`src/rtl/tisaradc_capture.sv`:
```
// tisaradc_capture
//   Snapshot capture buffer for the 8-way TI-SAR ADC. Registers one frame
//   (all lanes) per deserialized clock, optionally converting offset binary
//   to two's complement. After ARM, an immediate or lane-0 level-crossing
//   trigger starts a capture of DEPTH consecutive frames into a buffer. The
//   buffer is read back through a one-cycle-latency random-access port.
// Ports
//   CLKOUT_DES  deserialized ADC clock (rising edge)
//   RSTN        asynchronous active-low reset
//   ADCIN       lane k at [k*ADC_BITS +: ADC_BITS], lane 0 first in time
//   TWOS        1: invert each lane MSB before storing
//   ARM/ABORT   start request / return to IDLE (ABORT wins)
//   TRIG_MODE   0: immediate, 1: rising crossing of TRIG_LEVEL on raw lane 0
//   TRIG_LEVEL  crossing threshold (unsigned, raw code)
//   RD_EN/RD_ADDR -> RD_DATA/RD_VALID one cycle later
//   STATE       0 IDLE, 1 ARMED, 2 CAPTURE, 3 DONE
//   FRAMES      frames written in the current/last capture
module tisaradc_capture #(
  parameter int ADC_WAYS = 8,
  parameter int ADC_BITS = 9,
  parameter int DEPTH    = 64,
  parameter int ADDR_W   = 6
) (
  input  logic                         CLKOUT_DES,
  input  logic                         RSTN,
  input  logic [ADC_WAYS*ADC_BITS-1:0] ADCIN,
  input  logic                         TWOS,
  input  logic                         ARM,
  input  logic                         ABORT,
  input  logic                         TRIG_MODE,
  input  logic [ADC_BITS-1:0]          TRIG_LEVEL,
  input  logic                         RD_EN,
  input  logic [ADDR_W-1:0]            RD_ADDR,
  output logic [ADC_WAYS*ADC_BITS-1:0] RD_DATA,
  output logic                         RD_VALID,
  output logic [1:0]                   STATE,
  output logic [ADDR_W:0]              FRAMES
);

  localparam int W = ADC_WAYS * ADC_BITS;

  typedef enum logic [1:0] {
    S_IDLE    = 2'd0,
    S_ARMED   = 2'd1,
    S_CAPTURE = 2'd2,
    S_DONE    = 2'd3
  } state_t;

  state_t              r_state, w_state_nxt;
  logic [ADDR_W:0]     r_frames, w_frames_nxt;
  logic [W-1:0]        r_in_q;
  logic [ADC_BITS-1:0] r_raw0_q;
  logic [ADC_BITS-1:0] r_prev0;
  logic                r_prev_valid;
  logic [W-1:0]        r_rd_data;
  logic                r_rd_valid;
  logic [W-1:0]        w_msb_mask;
  logic                w_trig;
  logic                w_we;
  logic [ADDR_W-1:0]   w_waddr;
  logic [W-1:0]        r_mem [DEPTH];

  always_comb begin
    w_msb_mask = '0;
    for (int unsigned k = 0; k < ADC_WAYS; k++) begin
      w_msb_mask[k*ADC_BITS + ADC_BITS - 1] = 1'b1;
    end
  end

  // raw0/prev0 track the unconverted lane-0 code so the threshold compare
  // is independent of TWOS.
  always_ff @(posedge CLKOUT_DES or negedge RSTN) begin
    if (!RSTN) begin
      r_in_q       <= '0;
      r_raw0_q     <= '0;
      r_prev0      <= '0;
      r_prev_valid <= 1'b0;
    end else begin
      r_in_q       <= TWOS ? (ADCIN ^ w_msb_mask) : ADCIN;
      r_raw0_q     <= ADCIN[ADC_BITS-1:0];
      r_prev0      <= r_raw0_q;
      r_prev_valid <= 1'b1;
    end
  end

  assign w_trig = !TRIG_MODE ||
                  (r_prev_valid && (r_prev0 < TRIG_LEVEL) && (r_raw0_q >= TRIG_LEVEL));

  always_ff @(posedge CLKOUT_DES or negedge RSTN) begin
    if (!RSTN) begin
      r_state  <= S_IDLE;
      r_frames <= '0;
    end else begin
      r_state  <= w_state_nxt;
      r_frames <= w_frames_nxt;
    end
  end

  always_comb begin
    w_state_nxt  = r_state;
    w_frames_nxt = r_frames;
    w_we         = 1'b0;
    w_waddr      = r_frames[ADDR_W-1:0];
    if (ABORT) begin
      w_state_nxt = S_IDLE;
    end else begin
      unique case (r_state)
        S_IDLE, S_DONE: begin
          if (ARM) begin
            w_state_nxt  = S_ARMED;
            w_frames_nxt = '0;
          end
        end
        S_ARMED: begin
          if (w_trig) begin
            w_we         = 1'b1;
            w_waddr      = '0;
            w_frames_nxt = {{ADDR_W{1'b0}}, 1'b1};
            w_state_nxt  = S_CAPTURE;
          end
        end
        S_CAPTURE: begin
          w_we         = 1'b1;
          w_frames_nxt = r_frames + 1'b1;
          // Writing the last address (all ones) completes the capture.
          if (r_frames[ADDR_W-1:0] == '1) begin
            w_state_nxt = S_DONE;
          end
        end
        default: w_state_nxt = S_IDLE;
      endcase
    end
  end

  always_ff @(posedge CLKOUT_DES) begin
    if (w_we) begin
      r_mem[w_waddr] <= r_in_q;
    end
  end

  // Non-blocking write above makes a same-cycle read of the written
  // address return the old contents.
  always_ff @(posedge CLKOUT_DES or negedge RSTN) begin
    if (!RSTN) begin
      r_rd_data  <= '0;
      r_rd_valid <= 1'b0;
    end else begin
      r_rd_valid <= RD_EN;
      if (RD_EN) begin
        r_rd_data <= r_mem[RD_ADDR];
      end
    end
  end

  assign RD_DATA  = r_rd_data;
  assign RD_VALID = r_rd_valid;
  assign STATE    = r_state;
  assign FRAMES   = r_frames;

endmodule
```
`config.mk`:
```
export PLATFORM = sky130hd
export DESIGN_NAME = tisaradc_capture
export DESIGN_NICKNAME = d
export VERILOG_FILES = /design/src/rtl/tisaradc_capture.sv
export SDC_FILE = /design/constraint.sdc
export NUM_CORES = 2
export LEC_CHECK = 0
export CAP_MARGIN = 20
export CORE_MARGIN = 1.5
export CORE_UTILIZATION = 27
export CTS_CLUSTER_DIAMETER = 200
export DETAILED_ROUTE_END_ITERATION = 16
export PLACE_DENSITY_LB_ADDON = 0.3
export SETUP_SLACK_MARGIN = 0.1
export SKIP_CTS_REPAIR_TIMING = 1
export SYNTH_ARGS = -nofsm -noshare
export SYNTH_HDL_FRONTEND = slang
export SYNTH_MEMORY_MAX_BITS = 65536
export SYNTH_SLANG_ARGS = --single-unit
```
`constraint.sdc`:
```
create_clock -name CLKOUT_DES -period 11.1 [get_ports CLKOUT_DES]
set_clock_uncertainty 0.2 [all_clocks]
set_input_delay 1.11 -clock CLKOUT_DES [delete_from_list [all_inputs] [get_ports CLKOUT_DES]]
set_output_delay 1.11 -clock CLKOUT_DES [all_outputs]
set_load 0.01 [all_outputs]
```
; After elaboration in Yosys (flattened, before gate mapping)
; Memories as Yosys holds them, arrays and structs flattened. A register that Yosys moved wholly into a read port is not among the register bits.
; Cells that the tools add are included.
[totals]
wordCells = 48
inputBits = 94
n_memories = 1
regBits = 101
mem_bits_rw = 4608
[mem_list]
columns = memory, words, word_bits, rd, rd_clocked_by_memory_dff, wr, line
row1 = r_mem, 64, 72, 1, 1, 1, 61  ; logic [W-1:0] r_mem [DEPTH];
[classes]
n_addsub = 1
bitwise = 2
reduce_logical = 9
mux = 17
magnitude_cmp = 2
eq_ne = 9
[op_table]
columns = op, count
row1 = two-way mux 72 bit, 1
row2 = case mux 7 bit (3 select lines), 1
row3 = two-way mux 6 bit, 3
row4 = two-way mux 7 bit, 2
row5 = greater-or-equal comparator 9 bit, 1
row6 = less-than comparator 9 bit, 1
row7 = "!= test 3 bit, second input constant", 3
row8 = two-way mux 2 bit, 4
row9 = NOT 8 bit, 1
row10 = "adder 7 x 1 -> 7 bit, second input constant", 1
row11 = "equality test 6 bit, second input constant", 1
row12 = case mux 2 bit (3 select lines), 1
row13 = AND reduction 3 bit, 2
row14 = "equality test 2 bit, second input constant", 2
row15 = two-way mux 1 bit, 4
row16 = "!= test 2 bit, second input constant", 2
row17 = "equality test 2 x 1 -> 1 bit, second input constant", 1
row18 = logical AND 1 bit, 2
row19 = zero test 1 bit, 2
row20 = zero test 2 bit, 1
row21 = case mux 1 bit (2 select lines), 1
row22 = OR reduction 2 bit, 1
row23 = logical OR 1 bit, 1
row24 = NOT 1 bit, 1

; Longest topological paths before layout
[depth]
ltp_word = 9
mapped_depth = 12
mapped_depth_nobuf = 9

; Worst setup path after synthesis
; No wires, ideal clock.
[synth_timing]
kind = register to register
startpoint = register r_raw0_q[6]
endpoint = memory r_mem[16][0] (netlist bit) (enable)
setup_slack_ps = 813
arrival_time_ps = 9408
stages_incl_launch_ff = 11
setup_time_ps = 679
path_cell_list = dfrtp_1 -> ha_1 -> a21oi_1 -> nor2_1 -> a211oi_2 -> o21ai_1 -> a41o_1 -> buf_6 -> nor2b_1 -> buf_2 -> nor4_1
[synth_via]
elab_chain_cells = 8
word_cells_on_any_way = 11
[synth_rtl]
columns = element, line
row1 = "start, declared", 52  ; logic [ADC_BITS-1:0] r_raw0_q;
row2 = "start signal, assigned", 80  ; r_raw0_q <= ADCIN[ADC_BITS-1:0];
row3 = greater-or-equal comparator 9 bit (*), 87  ; (r_prev_valid && (r_prev0 < TRIG_LEVEL) && (r_raw0_q >= TRIG_LEVEL));
row4 = logical AND 1 bit (*), 87
row5 = logical OR 1 bit (*), 86  ; assign w_trig = !TRIG_MODE ||
row6 = two-way mux 1 bit, 115  ; if (w_trig) begin
row7 = case mux 1 bit (2 select lines), 107  ; unique case (r_state)
row8 = two-way mux 1 bit, 104  ; if (ABORT) begin
row9 = two-way mux 1 bit, 136  ; if (w_we) begin
row10 = two-way mux 1 bit (implied by the code), 137  ; r_mem[w_waddr] <= r_in_q;
row11 = "end, declared", 61
; Mark *: on every way between the ends. The rest lies on a longest branch, timed or not.

; Worst setup path after layout
[layout_timing]
startpoint = register r_raw0_q[0]
endpoint = memory r_mem[25][7] (netlist bit) (enable)
; Same word-level chain as after synthesis.

==> reports/metrics.csv <==
stage,metric,value,unit
final_layout,Layout Cells excl Fill,18408,
timing,# setup viols final,0,
floorplanning,Die H,821,um
placement,DP Wirelength,323000,um
timing,setup tns final,0,ps
timing,Fin. Hold Viols,0,
timing,RSZ-0062 raised after global routing,no,
pwr,LEAKAGE,66.8,nW
logic_synthesis,Compound-Gate Fraction of Synth Area,0.0422,
cts,CTS tree,built,
logic_synthesis,Synth Instances,8608,
logic_synthesis,mux cell area share after synthesis,0.138,
logic_synthesis,Post-Syn Area,0.181,mm2
route,Detailed Route Iter0 Violations,11191,
logic_synthesis,Synth Area in Simple Gates,0.0156,
timing,Period minus WS final,6300,ps
timing,fmax,159,MHz
final_layout,Final nets,9196,
global_route,gr usage total,0.160,
min_path,Hold WC Path Type,register to register,
logic_synthesis,"count leader, synth",edfxtp_1,
logic_synthesis,area share of xor/xnor cells in the synthesized design,0.000388,
placement,IO buf count,175,
outcome,status,"complete, no violations",
placement,RD Place Congestion,0.784,
floorplanning,core area,0.667,mm2
global_route,initial antenna violation count,57,
route,met3 wire length,35100,um
route,Vias/cell,4.91,
pwr,P per Cell Area,182,mW/mm2
logic_synthesis,most frequent cells after synthesis,"4608 x edfxtp_1, 864 x mux2i_1, 720 x mux4_2",
route,DR top layer,met5,
logic_synthesis,share of the synthesized area in the top cell type,0.766,
timing,Final Max Tran Viols,0,
global_route,first-pass GRT wire length,765000,um
timing,Slew @ Worst Pin,1210,ps
route,Avg WL per Cell,30.3,um
route,wl on met1,236000,um
cts,htree depth,5,
final_layout,Fillers,63545,
timing,Slew HR,0.190,
final_layout,Area Overhead vs Synth,16.4,%
logic_synthesis,ys async rst share,0.0346,
worst_setup_path,CP required,11520,ps
logic_synthesis,dominant synthesized flop cell,edfxtp_1,
floorplanning,Chip Width,821,um
global_route,pin count of the biggest net entering global routing,124,
cts,clk_lat worst skew,1050,ps
logic_synthesis,Post-synth EDFFs,4608,
route,1st-pass router iterations,6,
cts,Max Buffers Root-to-Sink,4,
floorplanning,Core Rows,300,
logic_synthesis,largest family of logic cells by synthesized area,multiplexers,
worst_setup_path,crit-path max FO,34,
logic_synthesis,"Distinct cells, synth",53,
floorplanning,I/O Pins,176,
placement,pre-CTS WS,3800,ps
global_route,vias in the first global route,92496,
logic_synthesis,Yosys top cell by area,edfxtp_1,
logic_synthesis,post-synthesis register bit count,4773,
worst_setup_path,CP Capture Type,register,
route,final WL,558000,um
run,Max Cap Violations,0,
logic_synthesis,Syn Nets,8722,
logic_synthesis,post-synthesis sequential area ratio,0.789,
route,DRC viols,0,
logic_synthesis,Area contributors post-synth,"edfxtp_1 77%, mux4_2 9.0%, mux2i_1 4.8%, dfrtp_1 2.3%, a22oi_1 1.2%",
route,vias,90362,
route,met2 wire length,270000,um
logic_synthesis,Yosys Warn Count,0,
placement,placed insts,17509,
worst_setup_path,worst path arrival time,6720,ps
global_route,GRT overflow,0,
logic_synthesis,post-synthesis average cell area,21.0,um2
timing,fin crit share,0.567,
cts,clock sinks,4773,
floorplanning,Initial Util,0.271,
worst_setup_path,critical path class,register to register,
cts,register clock-pin slew on the reported worst setup and hold paths,60,ps
floorplanning,Die Footprint,0.674,mm2
timing,setup ws final,4800,ps
worst_setup_path,Setup crit start kind,register,
route,Antenna Nets Post-Route,0,
cts,Root Buffer,clkbuf_16,
pwr,peak supply drop,0.000135,V
logic_synthesis,Post-Synth Adder-Cell Area,0.00139,
pwr,total power,38.4,mW
final_layout,fraction of layout cells with a size suffix above 1,0.200,
cts,CTS buffer count,476,
cell type report:
| type | count | area (um2) | share of cell area |
|---|---|---|---|
| clock inverter | 293 | 2860 | 0.0136 |
| timing repair buffer | 493 | 4520 | 0.0215 |
| inverter | 14 | 52.6 | 0.000250 |
| tap | 8909 | 11100 | 0.0530 |
| sequential | 4773 | 143000 | 0.678 |
| multi-input combinational | 3324 | 36200 | 0.172 |
| antenna | 7 | 17.5 | 0.0000833 |
| clock buffer | 595 | 12800 | 0.0609 |
registers in the layout (all words and copies together), names as in the netlist:
register	flops
r_raw0_q	9
STATE	2
RD_VALID	1
r_prev_valid	1
RD_DATA	72
r_prev0	9
r_in_q	64
r_mem	4608
FRAMES	7
path summary, 6_finish.rpt:
kind / slack (ps) / end / cells after the start / start
max: 4800 / r_mem[25][7]$_DFFE_PP_ / 15 / r_raw0_q[0]$_DFF_PN0_
max reg2reg: 4800 / r_mem[25][7]$_DFFE_PP_ / 15 / r_raw0_q[0]$_DFF_PN0_
min in group asynchronous: 380 / r_in_q[68]$_DFF_PN0_ / 2 / RSTN
max in group asynchronous: 8130 / r_in_q[35]$_DFF_PN0_ / 4 / RSTN
min reg2reg: 220 / r_prev0[8]$_DFF_PN0_ / 0 / r_raw0_q[8]$_DFF_PN0_
min: 220 / r_prev0[8]$_DFF_PN0_ / 0 / r_raw0_q[8]$_DFF_PN0_
metal layers:
layer / vias to the layer above / track usage
li1: 36949 / -
met1: 49161 / 0.220
met2: 3532 / 0.268
met3: 716 / 0.0209
met4: 4 / 0.0448
met5: - / 0
placed cells by master (no fill, tap or decap), types with 84 or more instances in the layout:
cell type and count:
a22oi_1 288, nor2_1 89, clkbuf_16 485, mux2i_1 864, o22ai_1 216, o21ai_0 137
mux4_2 720, a21oi_1 149, clkdlybuf4s50_1 169, clkinv_2 102, buf_4 289, edfxtp_1 4608
clkbuf_1 84, dfrtp_1 112, a221oi_1 144, clkinv_1 86, nand2_1 237
critical path: stages (launching register included):
cell and delay (ps):
dfrtp_2 350, buf_4 410, inv_1 170, ha_1 330, nor2b_1 220, o21ai_1 270, buf_4 260, a31oi_1 220
o21ai_1 160, a41o_1 410, buf_4 300, or2_1 260, buf_4 270, nor2_4 600, buf_4 590, buf_4 720
through the flow:
step           hold WS (ps)  utilization  cell area, um2
2_1_floorplan           157            -          181000
3_3_place_gp            177        0.291          194000
4_1_cts                -292        0.315          210000
5_1_grt                 174        0.315          210000
3_5_place_dp            202        0.291          194000
6_report                216        0.315          210000
cells by family (layout without fill, tap and decap cells):
family                   Yosys count  count (layout)
multiplexers                    1585            1585
flip-flops                      4773            4773
AND/OR/NAND/NOR                  595             595
AO/OA/AOI/OAI                   1115            1115
buffers and inverters            511            1395
other                              1               8
XOR/XNOR                           8               8
adder cells (fa/ha/maj)           20              20
report_power, final:
group | internal (mW) | leakage, nW | switching [mW] | total [mW]
clock network | 9.25 | 7.70 | 7.04 | 16.3
registers | 19.9 | 43.4 | 0.187 | 20.1
logic | 0.661 | 15.7 | 1.34 | 2.00
(Power assumes the default switching activity.)
